## src/rtl/weight_bank_streamer.sv

```systemverilog
// Weight bank streamer: four 32-bit weight slots are loaded while idle, then a
// rising edge on start_network_controller streams slots 0..3 downstream over a
// valid/ready handshake, followed by a one-cycle done pulse.
// Optional build macro WEIGHT_LOAD_CHECK_EN: reject a start unless all four slots
// have been written since the last run (start_error pulses instead).
module weight_bank_streamer (
  input  logic        clk,
  input  logic        reset,
  input  logic [1:0]  address,
  input  logic        writeData,
  input  logic [31:0] data_in,
  input  logic        start_network_controller,
  input  logic        weight_ready,
  output logic [31:0] weight_out,
  output logic        weight_valid,
  output logic [1:0]  weight_index,
  output logic [3:0]  load_mask,
  output logic        busy,
  output logic        done,
  output logic        start_error
);

  typedef enum logic [1:0] {
    StIdle,
    StStream,
    StDone
  } state_e;

  state_e      r_state, w_state_next;
  logic [31:0] r_slot [4];
  logic [3:0]  r_load_mask, w_load_mask_next;
  logic [1:0]  r_index, w_index_next;
  logic        r_start_prev;

  logic        w_start_edge;
  logic        w_write_en;
  logic [3:0]  w_write_bit;
  logic        w_load_ok;

  // Previous sample resets to 0, so a start held high through reset release
  // counts as a rising edge on the first sampled cycle.
  assign w_start_edge = start_network_controller & ~r_start_prev;
  assign w_write_en   = writeData & (r_state == StIdle);
  assign w_write_bit  = w_write_en ? (4'b0001 << address) : 4'b0000;

`ifdef WEIGHT_LOAD_CHECK_EN
  logic r_start_error;
  logic w_reject;

  // The mask includes a coincident write so write-then-start in one cycle works.
  assign w_load_ok = ((r_load_mask | w_write_bit) == 4'b1111);
  assign w_reject  = (r_state == StIdle) & w_start_edge & ~w_load_ok;

  // Registered one-cycle pulse for a rejected start.
  always_ff @(posedge clk or negedge reset) begin
    if (!reset) begin
      r_start_error <= 1'b0;
    end else begin
      r_start_error <= w_reject;
    end
  end

  assign start_error = r_start_error;
`else
  assign w_load_ok   = 1'b1;
  assign start_error = 1'b0;
`endif

  // Start-edge history register.
  always_ff @(posedge clk or negedge reset) begin
    if (!reset) begin
      r_start_prev <= 1'b0;
    end else begin
      r_start_prev <= start_network_controller;
    end
  end

  // Slot storage: written only in IDLE.
  always_ff @(posedge clk or negedge reset) begin
    if (!reset) begin
      for (int i = 0; i < 4; i++) begin
        r_slot[i] <= 32'h0;
      end
    end else if (w_write_en) begin
      r_slot[address] <= data_in;
    end
  end

  // FSM, index and load-mask state registers.
  always_ff @(posedge clk or negedge reset) begin
    if (!reset) begin
      r_state     <= StIdle;
      r_index     <= 2'd0;
      r_load_mask <= 4'b0000;
    end else begin
      r_state     <= w_state_next;
      r_index     <= w_index_next;
      r_load_mask <= w_load_mask_next;
    end
  end

  // Next-state logic: start acceptance, handshake counting, mask clearing.
  always_comb begin
    w_state_next     = r_state;
    w_index_next     = r_index;
    w_load_mask_next = r_load_mask | w_write_bit;
    unique case (r_state)
      StIdle: begin
        if (w_start_edge && w_load_ok) begin
          w_state_next = StStream;
          w_index_next = 2'd0;
        end
      end
      StStream: begin
        if (weight_ready) begin
          if (r_index == 2'd3) begin
            // Last word: no wrap, leave for DONE with the mask cleared.
            w_state_next     = StDone;
            w_index_next     = 2'd0;
            w_load_mask_next = 4'b0000;
          end else begin
            w_index_next = r_index + 2'd1;
          end
        end
      end
      StDone: begin
        w_state_next = StIdle;
      end
      default: begin
        w_state_next = StIdle;
      end
    endcase
  end

  // Outputs decoded from state; the offered word is zero whenever not valid.
  always_comb begin
    weight_valid = (r_state == StStream);
    weight_out   = weight_valid ? r_slot[r_index] : 32'h0;
    weight_index = r_index;
    load_mask    = r_load_mask;
    busy         = (r_state != StIdle);
    done         = (r_state == StDone);
  end

endmodule

```

## config.mk

```make
export PLATFORM = sky130hd
export DESIGN_NAME = weight_bank_streamer
export DESIGN_NICKNAME = d
export VERILOG_FILES = /design/src/rtl/weight_bank_streamer.sv
export SDC_FILE = /design/constraint.sdc
export NUM_CORES = 1
export LEC_CHECK = 0
export ABC_AREA = 0
export ABC_CLOCK_PERIOD_IN_PS = 2300
export BUFFER_PORTS_ARGS = -buffer_cell sky130_fd_sc_hd__buf_2
export CORE_ASPECT_RATIO = 1.4
export CORE_MARGIN = 3
export CORE_UTILIZATION = 50
export DETAILED_ROUTE_END_ITERATION = 10
export PLACE_DENSITY = 0.73
export SLEW_MARGIN = 5
export SYNTH_ARGS = -nofsm -noshare
export SYNTH_HDL_FRONTEND = slang
export SYNTH_SLANG_ARGS = --single-unit
```

## constraint.sdc

```tcl
create_clock -name clk -period 2.3 [get_ports clk]
set_input_delay 0.46 -clock clk [delete_from_list [all_inputs] [get_ports clk]]
set_output_delay 0.46 -clock clk [all_outputs]
set_load 0.02 [all_outputs]
```

==> results of run 1 <==
placed cells by master, fill, tap and decap left out, drive strengths merged:
master,Yosys,routed
dfrtp,137,137
mux2,128,128
buf,19,100
mux4,32,32
and2,32,32
clkbuf,7,19
inv,7,9
clkinv,0,8
a21oi,5,5
bufinv,0,4
nor2,3,3
nor2b,3,3
o21a,2,2
nor4b,2,2
nand2,2,2
diode,0,1
and4b,1,1
nand3,1,1
nand4,1,1
nor3b,1,1
nand2b,1,1
o22ai,1,1
nand3b,1,1
o21ai,1,1
o2bb2ai,1,1
ha,1,1
conb,1,1
clkinvlp,0,1
dlygate4sd3,0,1
final timing paths:
path                                             start                     end  slack, ps  cells past startpoint
min in group asynchronous                        reset  r_slot[92]$_DFFE_PN0P_        540                      2
min reg2reg                     load_mask[2]$_DFF_PN0_  load_mask[2]$_DFF_PN0_        490                      1
max in group asynchronous                        reset  r_slot[45]$_DFFE_PN0P_       1030                      3
min                           start_network_controller  r_start_prev$_DFF_PN0_        180                      1
max                        weight_index[0]$_DFFE_PN0P_           weight_out[8]        -90                      5
max reg2reg                     r_state[0]$_DFFE_PN0P_  r_slot[59]$_DFFE_PN0P_        360                      4
power groups by stage:
stage	sequential (uW)	combinational, uW	clock [uW]
after floorplan	4070	3220	0
after global placement	4140	4280	0
after detailed placement	4230	4390	0
after CTS	4200	5070	2910
after global routing	4360	5740	3010
final	4210	5370	2860
layout make-up:
cell class | count | share of cell area [%]
timing repair buffer | 103 | 11.2
sequential | 137 | 44.2
tap | 147 | 2.37
multi-input combinational | 220 | 33.8
clock buffer | 17 | 5.48
antenna | 1 | 0.0322
clock inverter | 15 | 2.58
inverter | 7 | 0.339
logic make-up after synthesis:
family	share of synthesized area, %
other cells	0.0608
flops	55.6
mux	35.0
buf+inv	3.08
fa+ha+maj	0.203
compound gates	0.973
simple gates	5.07
critical path, delay by kind of cell (launching register included):
| kind | cells | cell delay [ps] |
|---|---|---|
| flops | 1 | 380 |
| buf+inv | 3 | 400 |
| mux | 1 | 530 |
| simple gates | 1 | 180 |
state kept, by name, indices dropped and copies added, names as in the netlist:
register and count:
load_mask 4, r_slot 128, r_start_prev 1, r_state 2
weight_index 2
per-stage QoR:
step / total power [uW] / setup slack [ps] / instance area (um^2) / instances
after global routing: 13100 / -121 / 7760 / 646
after detailed placement: 8620 / 324 / 6770 / 605
after floorplan: 7290 / 73.8 / 6170 / 390
final: 12400 / -85.2 / 7760 / 647
after CTS: 12200 / -88.5 / 7630 / 643
after global placement: 8420 / 339 / 6770 / 605
routing by layer:
metal  track usage [%]  part of all wire (%)  routed length, um  vias to the layer above
li1                  -                     -                  -                     1627
met1              27.1                    42               5760                     1951
met2              34.0                    52               7010                       90
met3              5.42                   4.6                631                       16
met4              7.52                   1.3                175                        0
met5                 0                     0                  0                        -
synth_stat cells (all sizes together), types with 2 or more instances:
cell	count
mux4	32
nor2	3
clkbuf	7
nand2	2
a21oi	5
nor2b	3
nor4b	2
buf	19
inv	7
and2	32
dfrtp	137
o21a	2
mux2	128
what timing repair did:
item                       in CTS  in global routing
hold buffers                    1                  0
setup endpoints to repair      32                 32
cloned                          2                  2
resized for setup              47                 24
setup buffers                   3                  1
hold endpoints to repair       31                  0
pin swaps                       2                  0
==> results.yml, run 1 <==
final_layout:
  final_nets: 526
  drive_gt1_share_pct: 64.7
  area_growth_syn_to_layout_pct: 25.8
  regArea_mm2: 0.00343
  multi_input_area_mm2: 0.00262
  fin_util_pct: 65.0
  n_fill_cell: 861
logic_synthesis:
  syn_inst: 390
  synthArstFlopShare_pct: 100
  synth_edf_count: 0
  synth_top_cell_area_share_pct: 55.6
  yosysTopAreaCell: "dfrtp_1"
  synth_cell_types: 27
  yosys-top-cells-area: "dfrtp_1 56%, mux2_2 23%, mux4_2 12%, and2_1 3.2%, buf_6 1.1%"
  ys.warnings.count: 0
  synth_seq_cells: 137
  synth_ff_type: "dfrtp_1"
  yosysSeqAreaShare_pct: 55.6
  syn_area_mm2: 0.00617
  synth_fp_nets: 430
  avgSynthCellArea_um2: 15.8
floorplan:
  die_y_um: 137
  core_area_mm2: 0.0119
  dieArea_mm2: 0.0137
  rows: 47
  start_util_pct: 51.7
  pin_count: 81
  dieWidth_um: 99.9
drt:
  finalWirelength_um: 13600
  drtIter0Drc: 95
  drt_pre_antenna_iters: 4
  ant_nets: 0
  vias_per_cell: 5.69
  wl_per_cell_um: 21.0
  vias: 3684
  route.detailed.drc: 0
cts:
  clkSinkCount: 137
  cts_made_buffers: 17
  insertion_delay_ps: 410
  clock_path_buffers: 2
  cts-root-buf: "clkbuf_16"
  cts_tree: "done"
  cts_htree_levels: 4
  clk_pin_slew_ps: 60
global_routing:
  antenna_found_initial: 0
  grt_pass1_wl_um: 21500
  grt_overflow_total: 0
  gr-usage-all-layers_pct: 20.9
  grt_start_max_net_pins: 47
  grt_pass1_vias: 4007
timing:
  hold_ws_ps: 182
  hold_viol: 0
  skew_ps: 4.87
  max_clock_freq_mhz: 419
  fin_tns_setup_ps: -1260
  relSlewSlack_pct: 63.5
  grt_setup_unrepaired: "yes"
  setup_violations: 32
  tightest_slew_ps: 548
  worst_slack_ps: -85.2
  slew_violations: 0
  finalCritPeriodShare_pct: 104
  layout_min_cycle_time_ps: 2390
critical_path:
  endpoint_kind: "output pin"
  cp-start-kind: "register"
  slowest_delay_ps: 530
  path_class: "register to output pin"
  critPathMaxFanout: 7
  cp_common_cell: "buf_12"
  crit_chain: "buf_12 -> buf_12 -> mux4_2 -> and2_4 -> buf_6"
  critPathArrivalTime_ps: 1930
  cp.required_ps: 1840
  slowest_stage: "mux4_2"
outcome:
  failed_checks: "setup timing"
  status: "finished with violations"
placed_design:
  numPortBuffers: 79
  place.gp.congestion: 0.730
  dp_hpwl_um: 8170
power_and_ir_drop:
  irDropWorstVdd_mv: 0.669
  netSwitchingPower_uw: 3840
  p_seq_share_pct: 33.9
  p_int_uw: 8590
  pwr-share-comb_pct: 43.2
  cellPowerDensity_mw_per_mm2: 1600
  cellLeakagePower_uw: 0.00346
  swShare_pct: 30.9
  power_frac_clock_pct: 23.0
run:
  maxCapViolations: 0
worst_hold_path:
  hold_path.class: "primary input to register"
Power figures use the tool's default switching activity.
==> inputs of run 2 (changes only) <==
- PLACE_DENSITY: 0.73 -> 0.79
==> run 2 against run 1 <==
The flow still finishes with violations (setup timing). Fmax increased by 2.5%. Flip-flop and latch count is the same. Sequential power about the same. Largest cell class unchanged. Critical path type unchanged. Largest power group unchanged. Clock-buffer cell count rose by 8. Sequential share of layout area grew 1.5 points.
==> results.yml, run 2 (synthesized netlist as in run 1, its figures left out) <==
outcome:
  status: "finished with violations"
  failed_checks: "setup timing"
run:
  maxCapViolations: 0
critical_path:
  path_class: "register to output pin"
  worstReg2RegEnd: "r_slot[104]$_DFFE_PN0P_"
  endpoint_kind: "output pin"
  cp.required_ps: 1840
  slowest_delay_ps: 510
  rr_worst_depth: 4
  r2r-start: "r_state[1]$_DFFE_PN0P_"
  crit_chain: "buf_12 -> mux4_2 -> and2_1 -> buf_2"
  r2r_slack_ps: 410
  critPathMaxFanout: 21
  slowest_stage: "mux4_2"
  critPathArrivalTime_ps: 1870
  cp-start-kind: "register"
power_and_ir_drop:
  pwr-share-comb_pct: 39.6
  irDropWorstVdd_mv: 0.649
  power_frac_clock_pct: 24.0
  cellPowerDensity_mw_per_mm2: 1550
  swShare_pct: 30.9
  p_seq_share_pct: 36.4
  netSwitchingPower_uw: 3600
  cellLeakagePower_uw: 0.00335
  p_int_uw: 8050
timing:
  skew_ps: 6.72
  hold_viol: 0
  layout_min_cycle_time_ps: 2330
  setup_violations: 21
  finalCritPeriodShare_pct: 101
  hold_ws_ps: 183
  worst_slack_ps: -27.0
  grt_setup_unrepaired: "yes"
  max_clock_freq_mhz: 430
  slew_violations: 0
final_layout:
  mostFrequentLayoutCells: "134 x dfrtp_1, 128 x mux2_2, 71 x buf_2, 32 x mux4_2, 25 x and2_1"
  largest_register_ffs: 128
  antennaDiodeCount: 0
  final_nets: 518
  top_register: "r_slot"
  fin_util_pct: 62.9
  drive_gt1_share_pct: 60.7
  final_common_cell: "dfrtp_1"
  area_growth_syn_to_layout_pct: 21.7
drt:
  drt_pre_antenna_iters: 4
  finalWirelength_um: 12700
  vias: 3632
  drtIter0Drc: 130
  route.detailed.drc: 0
  vias_per_cell: 5.69
  ant_nets: 0
  wl_per_cell_um: 19.9
cts:
  cts-root-buf: "clkbuf_16"
  insertion_delay_ps: 410
  cts_htree_levels: 4
  cts_made_buffers: 17
  clk_pin_slew_ps: 50
  clkSinkCount: 137
  cts_tree: "done"
  clock_path_buffers: 2
global_routing:
  antenna_found_initial: 0
  grt_start_max_net_pins: 61
  grt_pass1_vias: 3956
  gr-usage-all-layers_pct: 19.6
  grt_overflow_total: 0
  grt_pass1_wl_um: 20300
floorplan:
  start_util_pct: 51.7
  die_y_um: 137
  dieWidth_um: 99.9
  rows: 47
  dieArea_mm2: 0.0137
  core_area_mm2: 0.0119
  pin_count: 81
worst_hold_path:
  holdPathEnd: "r_start_prev$_DFF_PN0_"
  hold_start: "start_network_controller"
  hold_path.class: "primary input to register"
  hold_path_depth: 1
placed_design:
  place.gp.congestion: 0.762
  dp_hpwl_um: 8100
  numPortBuffers: 79
[run 2: how the worst max path moves through the flow]
stage | endpoint | slack (ps) | from | cells past startpoint
floorplan | weight_out[0] | 70 | weight_index[0]$_DFFE_PN0P_ | 4
global placement | weight_out[3] | 370 | weight_index[1]$_DFFE_PN0P_ | 4
detailed placement | r_slot[105]$_DFFE_PN0P_ | 360 | r_state[0]$_DFFE_PN0P_ | 4
CTS | weight_out[18] | -80 | weight_index[0]$_DFFE_PN0P_ | 4
global route | weight_out[5] | -100 | weight_index[0]$_DFFE_PN0P_ | 4
finish | weight_out[6] | -30 | weight_index[0]$_DFFE_PN0P_ | 4
[run 2: metal layers]
metal  vias to the layer above  GRT usage, %  wire length (um)
met4                         0          7.06               178
met5                         -             0                 0
met2                        84          34.2              6800
met3                        17          4.41               491
li1                       1599             -                 -
met1                      1932          23.8              5250
[run 2: critical path, delay by kind of cell (launching register included)]
kind                   cells  cell delay [ps]
DFF                        1              400
buffers and inverters      2              370
muxes                      1              510
and+or+nand+nor            1              180
[run 2: timing repair]
item,CTS,global route
gates cloned,0,0
hold buffers,1,0
pin swaps,0,0
setup endpoints to repair,32,32
hold endpoints to repair,39,0
resized for setup,0,22
setup buffers,2,0
[run 2: power groups by stage]
stage          registers (uW)  clock network [uW]  logic (uW)
4_1_cts                  4240                2850        4460
3_5_place_dp             4280                   0        4390
3_3_place_gp             4180                   0        4290
6_report                 4240                2800        4610
2_1_floorplan            4070                   0        3220
5_1_grt                  4370                2930        4940
[run 2: area by class of cell]
class	count	area, um^2
flip-flops and latches	137	3430
multi-input cells	220	2580
inverters	7	26.3
clock buffers	25	505
fillers	861	4430
well taps	147	184
repair buffers	95	668
clock inverters	7	113
[run 2: stage by stage]
step / instance area, um^2 / power (uW) / worst slack, ps / TNS (ps) / instances
2_1_floorplan: 6170 / 7290 / 73.8 / 0 / 390
3_3_place_gp: 6810 / 8470 / 372 / 0 / 603
3_5_place_dp: 6810 / 8670 / 356 / 0 / 603
4_1_cts: 7450 / 11500 / -75.1 / -1290 / 638
5_1_grt: 7510 / 12200 / -96.7 / -2330 / 638
6_report: 7510 / 11700 / -27.0 / -311 / 638
